<file path="src/rtl/regfile_scoreboard_if.sv">
// ID/WB-facing bundle of the register file: read ports, issue marking and the WB write/retire port.
// master is the pipeline side that drives addresses and writes; slave is the register file.
interface regfile_scoreboard_if #(
    parameter int DATA_W = 16,
    parameter int ADDR_W = 3,
    parameter int NUM_RD = 2
);
    logic [NUM_RD*ADDR_W-1:0] rd_addr;
    logic [NUM_RD-1:0]        rd_check;
    logic [NUM_RD*DATA_W-1:0] rd_data;
    logic [NUM_RD-1:0]        rd_busy;
    logic                     stall;
    logic                     issue_en;
    logic [ADDR_W-1:0]        issue_addr;
    logic                     issue_full;
    logic                     wr_en;
    logic [ADDR_W-1:0]        wr_addr;
    logic [DATA_W-1:0]        wr_data;
    logic                     flush;

    modport master (
        output rd_addr, rd_check, issue_en, issue_addr, wr_en, wr_addr, wr_data, flush,
        input  rd_data, rd_busy, stall, issue_full
    );

    modport slave (
        input  rd_addr, rd_check, issue_en, issue_addr, wr_en, wr_addr, wr_data, flush,
        output rd_data, rd_busy, stall, issue_full
    );
endinterface

</file>
<file path="src/rtl/regfile_scoreboard.sv">
// ID-stage register file with NUM_RD combinational read ports, one WB write port with optional
// forwarding, and a per-register pending-write counter that raises stall on RAW hazards.
module regfile_scoreboard #(
    parameter int DATA_W   = 16,
    parameter int ADDR_W   = 3,
    parameter int NUM_RD   = 2,
    parameter int CNT_W    = 2,
    parameter int ZERO_REG = 1,
    parameter int BYPASS   = 1
) (
    input  logic               clk,
    input  logic               rst_n,
    regfile_scoreboard_if.slave bus
);
    localparam int NUM_REGS = 1 << ADDR_W;
    localparam logic [CNT_W-1:0] CNT_MAX = '1;

    logic [DATA_W-1:0]        regs [NUM_REGS];
    logic [CNT_W-1:0]         cnt  [NUM_REGS];
    logic                     issue_full_c;
    logic [NUM_RD*DATA_W-1:0] rd_data_c;
    logic [NUM_RD-1:0]        rd_busy_c;

    function automatic logic is_zero_reg(input logic [ADDR_W-1:0] a);
        return (ZERO_REG != 0) && (a == '0);
    endfunction

    // Saturation is handled by the callers: inc is gated by issue_full, dec by cnt != 0.
    function automatic logic [CNT_W-1:0] cnt_next(input logic [CNT_W-1:0] cur,
                                                  input logic inc, input logic dec);
        case ({inc, dec})
            2'b10:   return cur + CNT_W'(1);
            2'b01:   return cur - CNT_W'(1);
            default: return cur;
        endcase
    endfunction

    assign issue_full_c = (cnt[bus.issue_addr] == CNT_MAX);

    always_comb begin
        logic [ADDR_W-1:0] a;
        logic              wr_hit;
        logic              dec_hit;
        rd_data_c = '0;
        rd_busy_c = '0;
        a         = '0;
        wr_hit    = 1'b0;
        dec_hit   = 1'b0;
        for (int i = 0; i < NUM_RD; i++) begin
            a       = bus.rd_addr[i*ADDR_W +: ADDR_W];
            wr_hit  = bus.wr_en && (bus.wr_addr == a);
            dec_hit = wr_hit && (cnt[a] != '0);
            if (!is_zero_reg(a)) begin
                if ((BYPASS != 0) && wr_hit)
                    rd_data_c[i*DATA_W +: DATA_W] = bus.wr_data;
                else
                    rd_data_c[i*DATA_W +: DATA_W] = regs[a];
                // With forwarding, the retiring write already satisfies this reader.
                if (BYPASS != 0)
                    rd_busy_c[i] = (cnt[a] - CNT_W'(dec_hit)) != '0;
                else
                    rd_busy_c[i] = (cnt[a] != '0);
            end
        end
    end

    assign bus.rd_data    = rd_data_c;
    assign bus.rd_busy    = rd_busy_c;
    assign bus.stall      = |(rd_busy_c & bus.rd_check);
    assign bus.issue_full = issue_full_c;

    always_ff @(posedge clk or negedge rst_n) begin
        if (!rst_n) begin
            for (int r = 0; r < NUM_REGS; r++) regs[r] <= '0;
        end else if (bus.wr_en && !is_zero_reg(bus.wr_addr)) begin
            regs[bus.wr_addr] <= bus.wr_data;
        end
    end

    // Flush drops all outstanding marks; late retires of squashed work then see cnt == 0.
    always_ff @(posedge clk or negedge rst_n) begin
        if (!rst_n) begin
            for (int r = 0; r < NUM_REGS; r++) cnt[r] <= '0;
        end else if (bus.flush) begin
            for (int r = 0; r < NUM_REGS; r++) cnt[r] <= '0;
        end else begin
            for (int r = 0; r < NUM_REGS; r++) begin
                cnt[r] <= cnt_next(cnt[r],
                                   bus.issue_en && (bus.issue_addr == ADDR_W'(r)) &&
                                   !issue_full_c && !is_zero_reg(ADDR_W'(r)),
                                   bus.wr_en && (bus.wr_addr == ADDR_W'(r)) && (cnt[r] != '0));
            end
        end
    end
endmodule

</file>
<file path="src/flat_wrapper.sv">
// flat-port wrapper written by rule: the top's interface ports become plain ports
module regfile_scoreboard_flat 
#(
    parameter int DATA_W   = 16,
    parameter int ADDR_W   = 3,
    parameter int NUM_RD   = 2,
    parameter int CNT_W    = 2,
    parameter int ZERO_REG = 1,
    parameter int BYPASS   = 1
)
  (clk, rst_n, bus_rd_addr, bus_rd_check, bus_issue_en, bus_issue_addr, bus_wr_en, bus_wr_addr, bus_wr_data, bus_flush, bus_rd_data, bus_rd_busy, bus_stall, bus_issue_full);
  regfile_scoreboard_if #(.DATA_W(DATA_W), .ADDR_W(ADDR_W), .NUM_RD(NUM_RD)) bus_i ();
  input  logic clk;
  input  logic rst_n;
  input wire logic [$bits(bus_i.rd_addr)-1:0] bus_rd_addr;
  input wire logic [$bits(bus_i.rd_check)-1:0] bus_rd_check;
  input wire logic [$bits(bus_i.issue_en)-1:0] bus_issue_en;
  input wire logic [$bits(bus_i.issue_addr)-1:0] bus_issue_addr;
  input wire logic [$bits(bus_i.wr_en)-1:0] bus_wr_en;
  input wire logic [$bits(bus_i.wr_addr)-1:0] bus_wr_addr;
  input wire logic [$bits(bus_i.wr_data)-1:0] bus_wr_data;
  input wire logic [$bits(bus_i.flush)-1:0] bus_flush;
  output wire logic [$bits(bus_i.rd_data)-1:0] bus_rd_data;
  output wire logic [$bits(bus_i.rd_busy)-1:0] bus_rd_busy;
  output wire logic [$bits(bus_i.stall)-1:0] bus_stall;
  output wire logic [$bits(bus_i.issue_full)-1:0] bus_issue_full;
  assign bus_i.rd_addr = bus_rd_addr;
  assign bus_i.rd_check = bus_rd_check;
  assign bus_i.issue_en = bus_issue_en;
  assign bus_i.issue_addr = bus_issue_addr;
  assign bus_i.wr_en = bus_wr_en;
  assign bus_i.wr_addr = bus_wr_addr;
  assign bus_i.wr_data = bus_wr_data;
  assign bus_i.flush = bus_flush;
  assign bus_rd_data = bus_i.rd_data;
  assign bus_rd_busy = bus_i.rd_busy;
  assign bus_stall = bus_i.stall;
  assign bus_issue_full = bus_i.issue_full;
  regfile_scoreboard #(.DATA_W(DATA_W), .ADDR_W(ADDR_W), .NUM_RD(NUM_RD), .CNT_W(CNT_W), .ZERO_REG(ZERO_REG), .BYPASS(BYPASS)) u_core (.clk(clk), .rst_n(rst_n), .bus(bus_i));
endmodule
</file>
<file path="config.mk">
export PLATFORM = sky130hd
export DESIGN_NAME = regfile_scoreboard_flat
export DESIGN_NICKNAME = d
export VERILOG_FILES = /design/src/rtl/regfile_scoreboard_if.sv /design/src/rtl/regfile_scoreboard.sv /design/src/flat_wrapper.sv
export SDC_FILE = /design/constraint.sdc
export NUM_CORES = 1
export LEC_CHECK = 0
export CAP_MARGIN = 15
export CORE_MARGIN = 2
export CORE_UTILIZATION = 50
export DETAILED_ROUTE_END_ITERATION = 8
export PLACE_DENSITY = 0.72
export SLEW_MARGIN = 20
export SYNTH_ARGS = -nofsm -noshare
export SYNTH_HDL_FRONTEND = slang
export SYNTH_SLANG_ARGS = --single-unit
</file>
<file path="constraint.sdc">
create_clock -name clk -period 4.8 [get_ports clk]
set_clock_uncertainty 0.1 [all_clocks]
set_input_delay 0.96 -clock clk [delete_from_list [all_inputs] [get_ports clk]]
set_output_delay 0.96 -clock clk [all_outputs]
set_load 0.005 [all_outputs]
</file>
==> impl_metrics.toml, run 1 <==
[worst_hold_path]
min-delay-path-class = "reg2reg"

[placement]
gp_congestion = 0.875
io_buffers = 70
dp_hpwl_um = 13900

[cts]
root_buffer = "clkbuf_16"
cts_setup_buffers = 0
clk_latency_ns = 0.42
cts_resized = 0
htreeDepth = 4
holdBufCountCts = 0
clk_pin_slew_worst_paths_ns = 0.05
cts-buffers-inserted = 17
cts.sinks = 144
cts_tree = "done"
cts_buffer_depth = 2

[timing]
finalCritPeriodShare_pct = 91.2
fin_hold_ws_ns = 0.296
tightest_slew_ns = 0.883
hold_viol_final = 0
final_max_slew_viol_count = 0
setup_tns_ns = 0
rsz0062_at_grt = "no"
setup_violations = 0
final.min_clock_period_ns = 4.38
slew_headroom_pct = 40.8
fmax_mhz = 228

[final_layout]
final_nets = 718
drive_above_1_share_pct = 26.0
areaGrowthSynthToFinish_pct = 18.2
diodes = 0
fillers = 1264

[grt]
grt_overflow_total = 0
grt_pass1_vias = 5908
grt_max_degree = 81
antenna_found_initial = 0
grt_pass1_wl_um = 33000
grt_usage_pct = 24.8

[setup_path]
cpMostUsedCell = "clkdlybuf4s50_1"
crit_fanout = 12
end_kind = "output pin"
slowest_delay_ns = 0.69
path_cells = "clkdlybuf4s50_1, buf_4, nor2_1, o211ai_1, a31oi_1, nor3_1, a22o_1, clkdlybuf4s50_1"
arrival_ns = 3.32
crit_slowest_cell = "clkdlybuf4s50_1"
crit_required_ns = 3.74
start_kind = "input pin"
path_buf_inv = 3
critPathTopFamily = "buffers and inverters"
path_class = "in2out"

[flow_run]
cap_viol_max_count = 0

[synth]
synth.area.top_cells = "dfrtp_1, mux4_2, mux2_1"
synth_common_cells = "dfrtp_1, mux2_1, mux4_2"
ys_async_sr_fraction_pct = 100
synth_top_area_cell = "dfrtp_1"
synthFlopType = "dfrtp_1"
synth-seq-cells = 144
synth_edf_count = 0
avgSynthCellArea_um2 = 13.3
synth_cells = 627
yosys.area.top_type_share_pct = 43.2
yosysWarnings = 0
yosysMostFrequentCell = "dfrtp_1"
synth_seq_area_share_pct = 43.2
synth_area_mm2 = 0.00834
synth_cell_types = 51
syn_nets = 663

[floorplanning]
start_util_pct = 50.7
dieArea_mm2 = 0.0177
dieHeight_um = 133
die_w_um = 133
pin_count = 71
std_cell_rows = 47
core_area_mm2 = 0.0165

[drt]
drt-met1-wl_um = 8650
dr.pass1.iters = 5
vias = 5775
post_drt_wl_per_cell_um = 22.9
top_layer_used = "met4"
viasPerCell = 6.31
wl_um = 20900
drt_iter0_drc = 456
met2WireLength_um = 10500
ant_nets = 0
drc = 0
wl_met3_um = 1440

[power]
peakVddDrop_v = 0.000285
p_leak_uw = 0.00405
cellPowerDensity_mw_per_mm2 = 393

[outcome]
outcome = "completed"
-- routing by layer --
| layer | GRT usage, % | vias to the layer above |
|---|---|---|
| met4 | 7.09 | 0 |
| met5 | 0 | - |
| met3 | 5.67 | 35 |
| met2 | 40.6 | 263 |
| met1 | 33.6 | 2979 |
| li1 | - | 2498 |
-- power by group --
group / total (uW) / leakage, uW / switching, uW / internal [uW]
combinational: 884 / 0.00195 / 338 / 546
sequential: 1580 / 0.00179 / 150 / 1430
clock: 1410 / 0.000309 / 504 / 906
total: 3870 / 0.00405 / 992 / 2880
-- cells in the final DEF, fill, tap and decap left out, types with 3 or more instances in the layout --
master / count
nand4b_1: 3
buf_2: 4
o21ai_1: 5
nand4_1: 4
nand2_1: 17
nor2b_1: 5
mux4_2: 69
a211oi_1: 34
mux2_2: 34
o211ai_1: 3
bufinv_16: 4
buf_4: 29
xor2_1: 3
nor2_1: 51
nor3_1: 3
nand3_1: 4
o21ai_0: 8
dfrtp_1: 144
clkinv_2: 5
clkdlybuf4s50_1: 65
xnor2_1: 10
and2_1: 4
mux2i_1: 36
mux2_1: 79
clkbuf_8: 3
clkbuf_16: 17
a21oi_1: 12
nor3b_1: 4
-- flip-flops by register name, indices dropped and copies added, names as in the netlist --
signal       flops
u_core.cnt      16
u_core.regs    128
-- final cells by class --
class	count	area [um^2]	area share, %
clock buffers	21	470	4.77
clock inverters	11	160	1.62
inverters	3	11.3	0.114
multi-input cells	415	4400	44.6
flip-flops and latches	144	3600	36.6
well taps	220	275	2.79
repair buffers	101	940	9.53
-- through the flow --
step                worst slack [ns]  power, uW  cells  instance area (um^2)  util [%]
floorplan                       1.60       2110    627                  8340         -
global placement               0.557       2430    883                  9230      56.0
detailed placement             0.416       2480    883                  9230      56.0
CTS                            0.423       3890    915                  9860      59.9
global route                   0.337       4030    915                  9860      59.9
finish                         0.421       3870    915                  9860      59.9
-- cells by family (layout without fill, tap and decap cells) --
| logic type | Yosys count | count (layout) | share of synthesized area [%] |
|---|---|---|---|
| flops | 144 | 144 | 43.2 |
| buf+inv | 68 | 136 | 4.28 |
| fa+ha+maj | 1 | 1 | 0.150 |
| mux | 218 | 218 | 38.2 |
| simple gates | 111 | 111 | 6.96 |
| compound gates | 71 | 71 | 5.64 |
| xor+xnor | 14 | 14 | 1.56 |
-- worst paths after layout --
| path | slack, ns | end | from | cells past startpoint |
|---|---|---|---|---|
| worst max-delay path | 0.42 | bus_stall | bus_rd_addr[5] | 8 |
| worst min-delay path | 0.30 | u_core.regs[126] | u_core.regs[126] | 0 |
| worst max register to register | 3.18 | u_core.cnt[15] | u_core.cnt[14] | 5 |
| worst min register to register | 0.30 | u_core.regs[126] | u_core.regs[126] | 0 |
| max in group asynchronous | 3.18 | u_core.cnt[15] | rst_n | 2 |
| min in group asynchronous | 0.49 | u_core.regs[110] | rst_n | 1 |
No activity file was read; power rests on OpenSTA's default activity.
==> run 2, diff against run 1 <==
--- a/config.mk
+++ b/config.mk
@@ -5,11 +5,10 @@
 export SDC_FILE = /design/constraint.sdc
 export NUM_CORES = 1
 export LEC_CHECK = 0
-export CAP_MARGIN = 15
-export CORE_MARGIN = 2
-export CORE_UTILIZATION = 50
+export CORE_MARGIN = 3
+export CORE_UTILIZATION = 53
 export DETAILED_ROUTE_END_ITERATION = 8
-export PLACE_DENSITY = 0.72
+export PLACE_DENSITY = 0.76
 export SLEW_MARGIN = 20
 export SYNTH_ARGS = -nofsm -noshare
 export SYNTH_HDL_FRONTEND = slang
==> run 2 against run 1 <==
Net effect: clock power is 3% lower; setup slack worse by 0.017 ns; power is 1.1% lower.
==> impl_metrics.toml, run 2 (synthesis gave the netlist of run 1 again) <==
[final_layout]
areaGrowthSynthToFinish_pct = 17.7
largest_reg_flops = 128
diodes = 0
area.sequential_mm2 = 0.00360
multi_input_area_mm2 = 0.00440
drive_above_1_share_pct = 25.5
final_common_cell = "dfrtp_1"
fillers = 1150
top_regs = "u_core.regs x128, u_core.cnt x16"
layout_common_cells = "dfrtp_1, mux2_1, mux4_2"
top_register = "u_core.regs"
final_nets = 718

[placement]
io_buffers = 70
gp_congestion = 0.872
dp_hpwl_um = 13400
pre_cts_slack_ns = 0.476

[timing]
slew_headroom_pct = 37.1
fmax_mhz = 227
rsz0062_at_grt = "no"
tightest_slew_ns = 0.938
final_max_slew_viol_count = 0
setup_tns_ns = 0
final.min_clock_period_ns = 4.40
setup_violations = 0
fin_hold_ws_ns = 0.291
finalCritPeriodShare_pct = 91.6
hold_viol_final = 0
fin_ws_ns = 0.404

[setup_path]
path_class = "in2out"
arrival_ns = 3.34
end_kind = "output pin"
crit_fanout = 32
crit_required_ns = 3.74
start_kind = "input pin"

[cts]
cts.sinks = 144
cts-buffers-inserted = 17
clk_latency_ns = 0.41
cts_setup_buffers = 0
cts_resized = 0
cts_tree = "done"
htreeDepth = 4
cts_buffer_depth = 2
clk_pin_slew_worst_paths_ns = 0.05
root_buffer = "clkbuf_16"
holdBufCountCts = 0

[grt]
grt_usage_pct = 25.0
grt_max_degree = 86
grt_pass1_wl_um = 33400
antenna_found_initial = 0
grt_pass1_vias = 6067
grt_overflow_total = 0

[flow_run]
cap_viol_max_count = 0

[drt]
ant_nets = 0
vias = 5756
post_drt_wl_per_cell_um = 22.7
dr.pass1.iters = 5
drc = 0
viasPerCell = 6.36
drt_iter0_drc = 465
wl_um = 20500

[floorplanning]
dieArea_mm2 = 0.0173
core_area_mm2 = 0.0153
pin_count = 71
std_cell_rows = 45
start_util_pct = 54.5
dieHeight_um = 131
die_w_um = 131

[power]
p_seq_share_pct = 41.3
clkPwrFrac_pct = 35.8
cellPowerDensity_mw_per_mm2 = 390
internal-power_uw = 2860
swShare_pct = 25.5
pwr-share-comb_pct = 22.8
p_switching_uw = 975
peakVddDrop_v = 0.000285
p_leak_uw = 0.00404

[outcome]
outcome = "completed"

[worst_hold_path]
min-delay-path-class = "reg2reg"
[run 2: changes by cell type in the layout (fill, tap and decap cells not counted), moves of 2 or more]
cell / previous run / this run
clkinv_2: 5 / 2
clkbuf_1: 1 / 4
clkinvlp_4: 2 / 0
clkbuf_8: 3 / 5
[run 2: stage by stage]
stage	instances	utilization (%)	total power (uW)	area (um^2)
floorplan	627	-	2110	8340
global placement	874	60.1	2420	9200
detailed placement	874	60.1	2470	9200
CTS	905	64.1	3850	9810
global route	905	64.1	4000	9820
finish	905	64.1	3830	9820
[run 2: final timing paths]
check | start | endpoint | slack [ns] | cells past startpoint
max | bus_wr_addr[2] | bus_rd_data[0] | 0.40 | 7
min | u_core.regs[127] | u_core.regs[127] | 0.29 | 0
max reg2reg | u_core.cnt[14] | u_core.cnt[15] | 3.23 | 5
min reg2reg | u_core.regs[127] | u_core.regs[127] | 0.29 | 0
max in group asynchronous | rst_n | u_core.cnt[11] | 3.18 | 2
min in group asynchronous | rst_n | u_core.regs[91] | 0.51 | 1
[run 2: power groups by stage]
stage / logic (uW) / registers [uW] / clock network (uW)
floorplan: 568 / 1540 / 0
global placement: 852 / 1570 / 0
detailed placement: 878 / 1590 / 0
CTS: 885 / 1580 / 1390
global route: 950 / 1610 / 1450
finish: 874 / 1580 / 1370
[run 2: metal layers]
metal	global-route usage, %	vias to the layer above	part of all wire [%]
li1	-	2490	-
met1	32.8	3003	40
met2	40.6	234	51
met3	6.32	29	6.8
met4	8.87	0	1.6
met5	0	-	0
[run 2: worst max-delay path, cell delays in order]
cell	delay [ns]
clkdlybuf4s50_1	0.61
xnor2_1	0.23
nand4_2	0.13
buf_4	0.39
nor2_1	0.07
a211oi_1	0.35
clkdlybuf4s50_1	0.57
[run 2: area by class of cell]
| class | count | share of cell area, % |
|---|---|---|
| Clock buffer | 26 | 5.19 |
| Clock inverter | 5 | 1.02 |
| Inverter | 3 | 0.115 |
| Multi-Input combinational cell | 415 | 44.8 |
| Sequential cell | 144 | 36.7 |
| Tap cell | 211 | 2.69 |
| Timing Repair Buffer | 101 | 9.44 |
